==> config.mk <==
export PLATFORM = sky130hd
export DESIGN_NAME = cnn_acc_sat_22s_14s
export DESIGN_NICKNAME = d
export VERILOG_FILES = /design/src/rtl/cnn_acc_sat_22s_14s.sv
export SDC_FILE = /design/constraint.sdc
export NUM_CORES = 1
export LEC_CHECK = 0
export BUFFER_PORTS_ARGS = -buffer_cell sky130_fd_sc_hd__buf_2
export CORE_MARGIN = 1.5
export CORE_UTILIZATION = 50
export DETAILED_ROUTE_END_ITERATION = 12
export PLACE_DENSITY_LB_ADDON = 0.15
export SETUP_SLACK_MARGIN = 0.2
export SYNTH_ARGS = -nofsm -noshare
export SYNTH_HDL_FRONTEND = slang
export SYNTH_SLANG_ARGS = --single-unit
==> constraint.sdc <==
create_clock -name ap_clk -period 14.2 [get_ports ap_clk]
set_input_delay 1.42 -clock ap_clk [delete_from_list [all_inputs] [get_ports ap_clk]]
set_output_delay 1.42 -clock ap_clk [all_outputs]
set_load 0.005 [all_outputs]
==> src/rtl/cnn_acc_sat_22s_14s.sv <==
// Accumulates N_TERMS signed products plus a bias, then rounds, optionally ReLUs and saturates the sum.
// Result is held in a one-entry output buffer; the product stream stalls only while that buffer is full and not draining.
module cnn_acc_sat_22s_14s #(
   parameter int PROD_WIDTH = 22,
   parameter int ACC_WIDTH  = 32,
   parameter int OUT_WIDTH  = 14,
   parameter int SHIFT      = 7,
   parameter int N_TERMS    = 25,
   parameter int RELU       = 1
) (
   input  logic                  ap_clk,
   input  logic                  ap_rst_n,
   input  logic                  prod_valid,
   output logic                  prod_ready,
   input  logic [PROD_WIDTH-1:0] prod_data,
   input  logic                  prod_last,
   input  logic [OUT_WIDTH-1:0]  bias,
   output logic                  out_valid,
   input  logic                  out_ready,
   output logic [OUT_WIDTH-1:0]  out_data,
   output logic                  out_ovf,
   output logic                  err_last
);

   localparam int CNT_W = (N_TERMS > 1) ? $clog2(N_TERMS) : 1;
   localparam logic [CNT_W-1:0] LAST_CNT = CNT_W'(N_TERMS - 1);
   localparam logic signed [ACC_WIDTH:0] HALF  = (ACC_WIDTH+1)'(1 << (SHIFT - 1));
   localparam logic signed [ACC_WIDTH:0] MAX_V = (ACC_WIDTH+1)'((1 << (OUT_WIDTH - 1)) - 1);
   localparam logic signed [ACC_WIDTH:0] MIN_V = ~MAX_V;

   logic [CNT_W-1:0]            cnt_q, cnt_d;
   logic signed [ACC_WIDTH-1:0] acc_q, acc_d;
   logic                        out_valid_q, out_valid_d;
   logic [OUT_WIDTH-1:0]        out_data_q, out_data_d;
   logic                        out_ovf_q, out_ovf_d;
   logic                        err_last_q, err_last_d;

   logic signed [ACC_WIDTH-1:0] bias_ext, prod_ext, acc_next;
   logic signed [ACC_WIDTH:0]   rnd_sum, rnd_r;
   logic                        beat, is_last, close;
   logic [OUT_WIDTH-1:0]        res_data;
   logic                        res_ovf;

   assign prod_ready = !out_valid_q || out_ready;
   assign beat       = prod_valid && prod_ready;
   assign is_last    = (cnt_q == LAST_CNT);
   assign close      = beat && is_last;

   // Bias is Q6.8; shifting it up aligns it with the Q7.15 products.
   assign bias_ext = ACC_WIDTH'($signed(bias)) <<< SHIFT;
   assign prod_ext = ACC_WIDTH'($signed(prod_data));
   assign acc_next = (cnt_q == '0) ? (bias_ext + prod_ext) : (acc_q + prod_ext);

   // One extra bit keeps the rounding offset from wrapping a near-full sum.
   assign rnd_sum = (ACC_WIDTH+1)'(acc_next) + HALF;
   assign rnd_r   = rnd_sum >>> SHIFT;

   always_comb begin
      res_data = rnd_r[OUT_WIDTH-1:0];
      res_ovf  = 1'b0;
      if (RELU != 0 && rnd_r[ACC_WIDTH]) begin
         res_data = '0;
      end else if (rnd_r > MAX_V) begin
         res_data = MAX_V[OUT_WIDTH-1:0];
         res_ovf  = 1'b1;
      end else if (rnd_r < MIN_V) begin
         res_data = MIN_V[OUT_WIDTH-1:0];
         res_ovf  = 1'b1;
      end
   end

   always_comb begin
      cnt_d       = cnt_q;
      acc_d       = acc_q;
      out_valid_d = out_valid_q;
      out_data_d  = out_data_q;
      out_ovf_d   = out_ovf_q;
      err_last_d  = err_last_q;
      if (beat) begin
         acc_d = acc_next;
         cnt_d = is_last ? '0 : cnt_q + 1'b1;
         if (prod_last != is_last) begin
            err_last_d = 1'b1;
         end
      end
      if (out_valid_q && out_ready) begin
         out_valid_d = 1'b0;
      end
      if (close) begin
         out_valid_d = 1'b1;
         out_data_d  = res_data;
         out_ovf_d   = res_ovf;
      end
   end

   always_ff @(posedge ap_clk or negedge ap_rst_n) begin
      if (!ap_rst_n) begin
         cnt_q       <= '0;
         acc_q       <= '0;
         out_valid_q <= 1'b0;
         out_data_q  <= '0;
         out_ovf_q   <= 1'b0;
         err_last_q  <= 1'b0;
      end else begin
         cnt_q       <= cnt_d;
         acc_q       <= acc_d;
         out_valid_q <= out_valid_d;
         out_data_q  <= out_data_d;
         out_ovf_q   <= out_ovf_d;
         err_last_q  <= err_last_d;
      end
   end

   assign out_valid = out_valid_q;
   assign out_data  = out_data_q;
   assign out_ovf   = out_ovf_q;
   assign err_last  = err_last_q;

endmodule

==> results of run 1 <==
[where the power goes]
group | internal [W] | switching, W
logic | 0.000415 | 0.000685
registers | 0.000224 | 0.0000543
clock network | 0.0000681 | 0.0000690
[stage by stage]
step | total power, W | area, um2
after global routing | 0.00164 | 6320
after CTS | 0.00150 | 6320
after floorplan | 0.00107 | 5810
after detailed placement | 0.00136 | 6170
after global placement | 0.00134 | 6170
final | 0.00152 | 6320
[cells in the mapped netlist (all sizes together) (4+ instances only)]
cell,number,share of area
ha,49,0.11
o211a,5,0.0086
a31oi,9,0.0097
o21bai,5,0.0065
nor4,6,0.0065
nand2,126,0.081
and2,7,0.0075
o31ai,9,0.012
xor2,15,0.023
a211oi,14,0.018
buf,9,0.0093
a21oi,61,0.053
nor3,13,0.012
o21a,8,0.010
o211ai,19,0.025
xnor2,23,0.035
a21o,18,0.023
or3,8,0.0086
or4,5,0.0065
nand4,23,0.025
mux2i,13,0.022
o21ai,54,0.047
a211o,4,0.0060
inv,12,0.0078
nand2b,10,0.011
nand3,20,0.017
clkbuf,27,0.017
a2111o,4,0.0078
and3,8,0.0086
dfrtp,54,0.23
or2,4,0.0043
nor2,51,0.033
a221o,13,0.022
[registers in the layout (all words and copies together), names as in the netlist]
name	count
out_valid	1
out_ovf	1
cnt_q	5
acc_q	32
out_data	14
err_last	1
[routing by layer]
metal  GRT usage  vias to the layer above
met5           0                        -
met4      0.0897                        0
met3      0.0317                       29
met2       0.490                      244
met1       0.405                     2852
li1            -                     2906
[layout make-up]
class                   instances  share of cell area
multi-input cells             651               0.675
flip-flops and latches         54               0.214
repair buffers                 63              0.0519
well taps                     143              0.0283
clock buffers                   5              0.0198
inverters                      12             0.00713
clock inverters                 3             0.00455
[how the worst max path moves through the flow]
| stage | from | endpoint | cells after the start |
|---|---|---|---|
| after global placement | prod_data[0] | out_data[8] | 19 |
| final | prod_data[6] | out_data[3] | 14 |
| after detailed placement | prod_data[0] | out_data[11] | 19 |
| after floorplan | prod_data[0] | out_data[2] | 19 |
| after global routing | prod_data[0] | out_data[12] | 19 |
| after CTS | prod_data[0] | out_data[2] | 19 |
[critical path: cells and delay by family]
family                     cells  cell delay (ns)
and+or+nand+nor                3             0.63
muxes                          1             0.38
buffers and inverters          1             0.11
AOI/OAI and AO/OA              8             3.78
adders and majority gates      1             0.37
[cell families (layout without fill, tap and decap cells)]
logic type,after synthesis,in the layout,synth area share
buf+inv,48,83,0.0345
fa+ha+maj,51,51,0.112
flops,54,54,0.233
mux,16,16,0.0282
simple gates,291,291,0.237
xor+xnor,38,38,0.0573
compound gates,255,255,0.298
==> flow_summary.json, run 1 <==
{
  "status": "finished, final reports clean",
  "final_cell_mix": "nand2_1 (126), a21oi_1 (61), buf_2 (58)",
  "tightest_slew_ns": 1.15,
  "multiInputGateArea_um2": 4260,
  "wl_per_cell_um": 19.3,
  "crit_arrival_ns": 6.71,
  "hold_viol_final": 0,
  "vias": 6031,
  "core_um2": 11400,
  "post-route-util": 0.556,
  "yosys.cell_types.count": 67,
  "place.gp.congestion": 0.964,
  "slew_violations": 0,
  "htreeDepth": 2,
  "rr_startpoint": "cnt_q[0]",
  "crit_fanout": 14,
  "start_util": 0.511,
  "wl_met1_um": 8240,
  "whs_endpoint": "err_last",
  "grt_start_max_net_pins": 55,
  "antenna_found_initial": 0,
  "drive_gt1_frac": 0.105,
  "dp_cells": 923,
  "cp_common_cell": "a21oi_1",
  "syn_nets": 845,
  "ys_seq_elements": 54,
  "r2r_end": "out_data[3]",
  "syn_area_per_cell_um2": 7.71,
  "setup_slack_ns": 7.73,
  "seqCellArea_um2": 1350,
  "num-nets-final": 879,
  "grtUsageTotal": 0.295,
  "layout.cells.non_filler": 931,
  "hold_ws_ns": 0.465,
  "die_h_um": 111,
  "cap_violations": 0,
  "viasPerCell": 6.48,
  "die-area_um2": 12300,
  "portBuffers": 58,
  "clock-sinks": 54,
  "fillers": 1093,
  "min_period_over_period": 0.456,
  "pin_count": 59,
  "ys.flop_type": "dfrtp_1",
  "fp.dieW_um": 111,
  "peakVddDrop_uv": 132,
  "timing_worst_setup_path_type": "in2reg",
  "insertion_delay_ns": 0.31,
  "rows": 39,
  "ctsResizeCount": 0,
  "synth_warnings": 0,
  "finClkSkew_ns": 0.0101,
  "top_layer": "met4",
  "critPathMaxStageDelay_ns": 0.91,
  "drcViolationCount": 0,
  "fmax_ghz": 0.154,
  "fin_tns_setup_ns": 0,
  "netlist_instances": 753,
  "syn_to_final_growth_pct": 8.81,
  "antenna_cells": 0,
  "worstSetupEndpointType": "flop",
  "first_global_vias": 5678,
  "start_kind": "input port",
  "grt_overflow": 0,
  "post-cts-setup-buffer-count": 0,
  "timing.critical_path.required_ns": 14.44,
  "ys_seq_area_frac": 0.233,
  "postSynth.asyncResetShare": 1.00,
  "layout_commonest_cell": "nand2_1",
  "grt_pass1_wl_um": 29700,
  "antenna_left": 0,
  "rsz0062_at_grt": "false",
  "fin_crit_ns": 6.47,
  "slew_headroom": 0.230,
  "wirelength_um": 18000,
  "hold_path_depth": 1,
  "syn_area_um2": 5810,
  "cts_hold_buf": 0,
  "leakagePower_nw": 2.83,
  "wl_met2_um": 8350,
  "clkTransAtPathRegs_ns": 0.08,
  "route.met3.wl_um": 955,
  "dpl_worst_slack_ns": 7.63,
  "cts_made_buffers": 5,
  "drt_iter0_drc": 453,
  "cts_tree": "done",
  "reg2reg_setup_slack_ns": 8.55,
  "min_from": "err_last",
  "root_buffer": "clkbuf_16",
  "r2r_cells": 17,
  "crit_slowest_cell": "a21oi_1",
  "clockBufferDepth": 2,
  "synth_edf_count": 0,
  "crit_chain": "buf_2, ha_1, a21oi_1, o211ai_1, a31oi_1, o221a_2, mux2_2, a211oi_1, and4_1, nand3b_1, nand2b_1, a21oi_1, o31a_1, a221o_1",
  "hp-class": "reg2reg",
  "setup-violations-final": 0,
  "dpl.hpwl_um": 13800,
  "first_pass_iters": 5,
  "powerDensity_nw_per_um2": 240
}
Power figures use the tool's default switching activity.
==> inputs of run 2 (changes only) <==
- clock period: 14.2 -> 6.15 ns (I/O delays scaled with it)
==> run 2 against run 1 <==
Flip-flop and latch count unchanged. Setup slack worse by 6.6 ns. Clock skew down 0.0028 ns. Critical path type unchanged. Largest cell class unchanged. Largest power group unchanged.
==> flow_summary.json, run 2 (synthesis results as in run 1) <==
{
  "grt_pass1_wl_um": 29200,
  "wirelength_um": 17700,
  "grtUsageTotal": 0.290,
  "start_kind": "input port",
  "clock-sinks": 54,
  "num-nets-final": 883,
  "syn_to_final_growth_pct": 9.74,
  "setup-violations-final": 0,
  "vias": 6017,
  "htreeDepth": 2,
  "cts_tree": "done",
  "viasPerCell": 6.44,
  "slew_violations": 0,
  "grt_start_max_net_pins": 46,
  "insertion_delay_ns": 0.30,
  "fin_tns_setup_ns": 0,
  "fp.dieW_um": 111,
  "portBuffers": 58,
  "antenna_found_initial": 0,
  "p_total_w": 0.00352,
  "clkTransAtPathRegs_ns": 0.08,
  "leakagePower_nw": 2.86,
  "fin_crit_ns": 5.04,
  "pin_count": 59,
  "antenna_left": 0,
  "wl_per_cell_um": 18.9,
  "tightest_slew_ns": 0.658,
  "root_buffer": "clkbuf_16",
  "peakVddDrop_uv": 243,
  "post-cts-setup-buffer-count": 0,
  "antenna_cells": 0,
  "reg2reg_setup_slack_ns": 1.15,
  "r2r_end": "out_data[12]",
  "cap_violations": 0,
  "start_util": 0.511,
  "largest_register": "acc_q",
  "layout_commonest_cell": "nand2_1",
  "core_um2": 11400,
  "slew_headroom": 0.549,
  "place.gp.congestion": 0.927,
  "crit_start": "prod_data[0]",
  "fmax_ghz": 0.198,
  "dpl_worst_slack_ns": 0.806,
  "timing_worst_setup_path_type": "in2reg",
  "timing.critical_path.required_ns": 6.33,
  "grt_overflow": 0,
  "ctsResizeCount": 0,
  "crit_arrival_ns": 5.22,
  "clockBufferDepth": 2,
  "first_pass_iters": 5,
  "die-area_um2": 12300,
  "worstSetupEndpointType": "flop",
  "status": "finished, final reports clean",
  "drcViolationCount": 0,
  "crit_fanout": 14,
  "finClkSkew_ns": 0.00730,
  "dpl.hpwl_um": 13600,
  "fillers": 1075,
  "rows": 39,
  "cts_hold_buf": 0,
  "powerDensity_nw_per_um2": 552,
  "final_cell_mix": "nand2_1 (126), a21oi_1 (61), buf_2 (58)",
  "drt_iter0_drc": 477,
  "cts_made_buffers": 5,
  "rr_startpoint": "acc_q[0]",
  "rsz0062_at_grt": "false",
  "r2r_cells": 18,
  "drive_gt1_frac": 0.110,
  "min_period_over_period": 0.820,
  "first_global_vias": 5810,
  "largest_register_ffs": 32,
  "hold_viol_final": 0,
  "setup_slack_ns": 1.11,
  "die_h_um": 111,
  "hp-class": "in2async"
}
==> run 2: changes by cell type in the layout (fill, tap and decap cells not counted), sizes merged <==
cell    before  now
bufinv       0    1
clkbuf       5    6
inv         14   13
buf         63   67
clkinv       1    0
==> run 2: worst max path at each step <==
stage	endpoint	slack [ns]
detailed placement	out_data[2]	0.81
global placement	out_data[1]	0.98
global route	out_data[7]	0.89
floorplan	out_data[2]	1.43
CTS	out_data[12]	1.11
finish	out_data[12]	1.11
==> run 2: layout make-up <==
cell class	instances	area (um2)	share of cell area
Clock buffer	6	139	0.0218
Inverter	12	45.0	0.00707
Multi-Input combinational cell	651	4260	0.669
Clock inverter	2	38.8	0.00608
Tap cell	143	179	0.0281
Timing Repair Buffer	67	358	0.0561
Sequential cell	54	1350	0.212
==> run 2: stage by stage <==
stage	hold slack [ns]	utilization	instances	area (um2)
3_3_place_gp	0.432	0.545	927	6200
2_1_floorplan	0.319	-	753	5810
6_report	0.329	0.561	935	6370
4_1_cts	0.345	0.561	935	6370
5_1_grt	0.376	0.561	935	6370
3_5_place_dp	0.443	0.545	927	6200
==> run 2: power by group <==
group          leakage [nW]  internal, W  total [W]  switching (W)
Combinational          2.11     0.000963    0.00253        0.00157
Sequential            0.661     0.000518   0.000635       0.000117
Clock                0.0875     0.000205   0.000350       0.000144
==> run 2: critical path, cell delays in order <==
cell      delay, ns
buf_2          0.09
ha_1           0.19
inv_1          0.06
fa_1           0.40
nand2b_1       0.20
a21oi_1        0.28
nor4_1         0.10
nor3_1         0.29
ha_1           0.20
inv_1          0.06
a2111o_1       0.32
a311oi_2       0.27
nand4b_2       0.20
or3_1          0.38
or4_1          0.49
a22oi_1        0.20
nand4_1        0.12
o31a_1         0.44
a221o_1        0.34
==> run 2: metal layers <==
layer | vias up | share of wire | track usage | wire (um)
met5 | - | 0 | 0 | 0
met4 | 0 | 0.033 | 0.110 | 588
met3 | 44 | 0.066 | 0.0476 | 1160
met2 | 228 | 0.45 | 0.470 | 7920
met1 | 2829 | 0.45 | 0.389 | 7980
li1 | 2916 | - | - | -
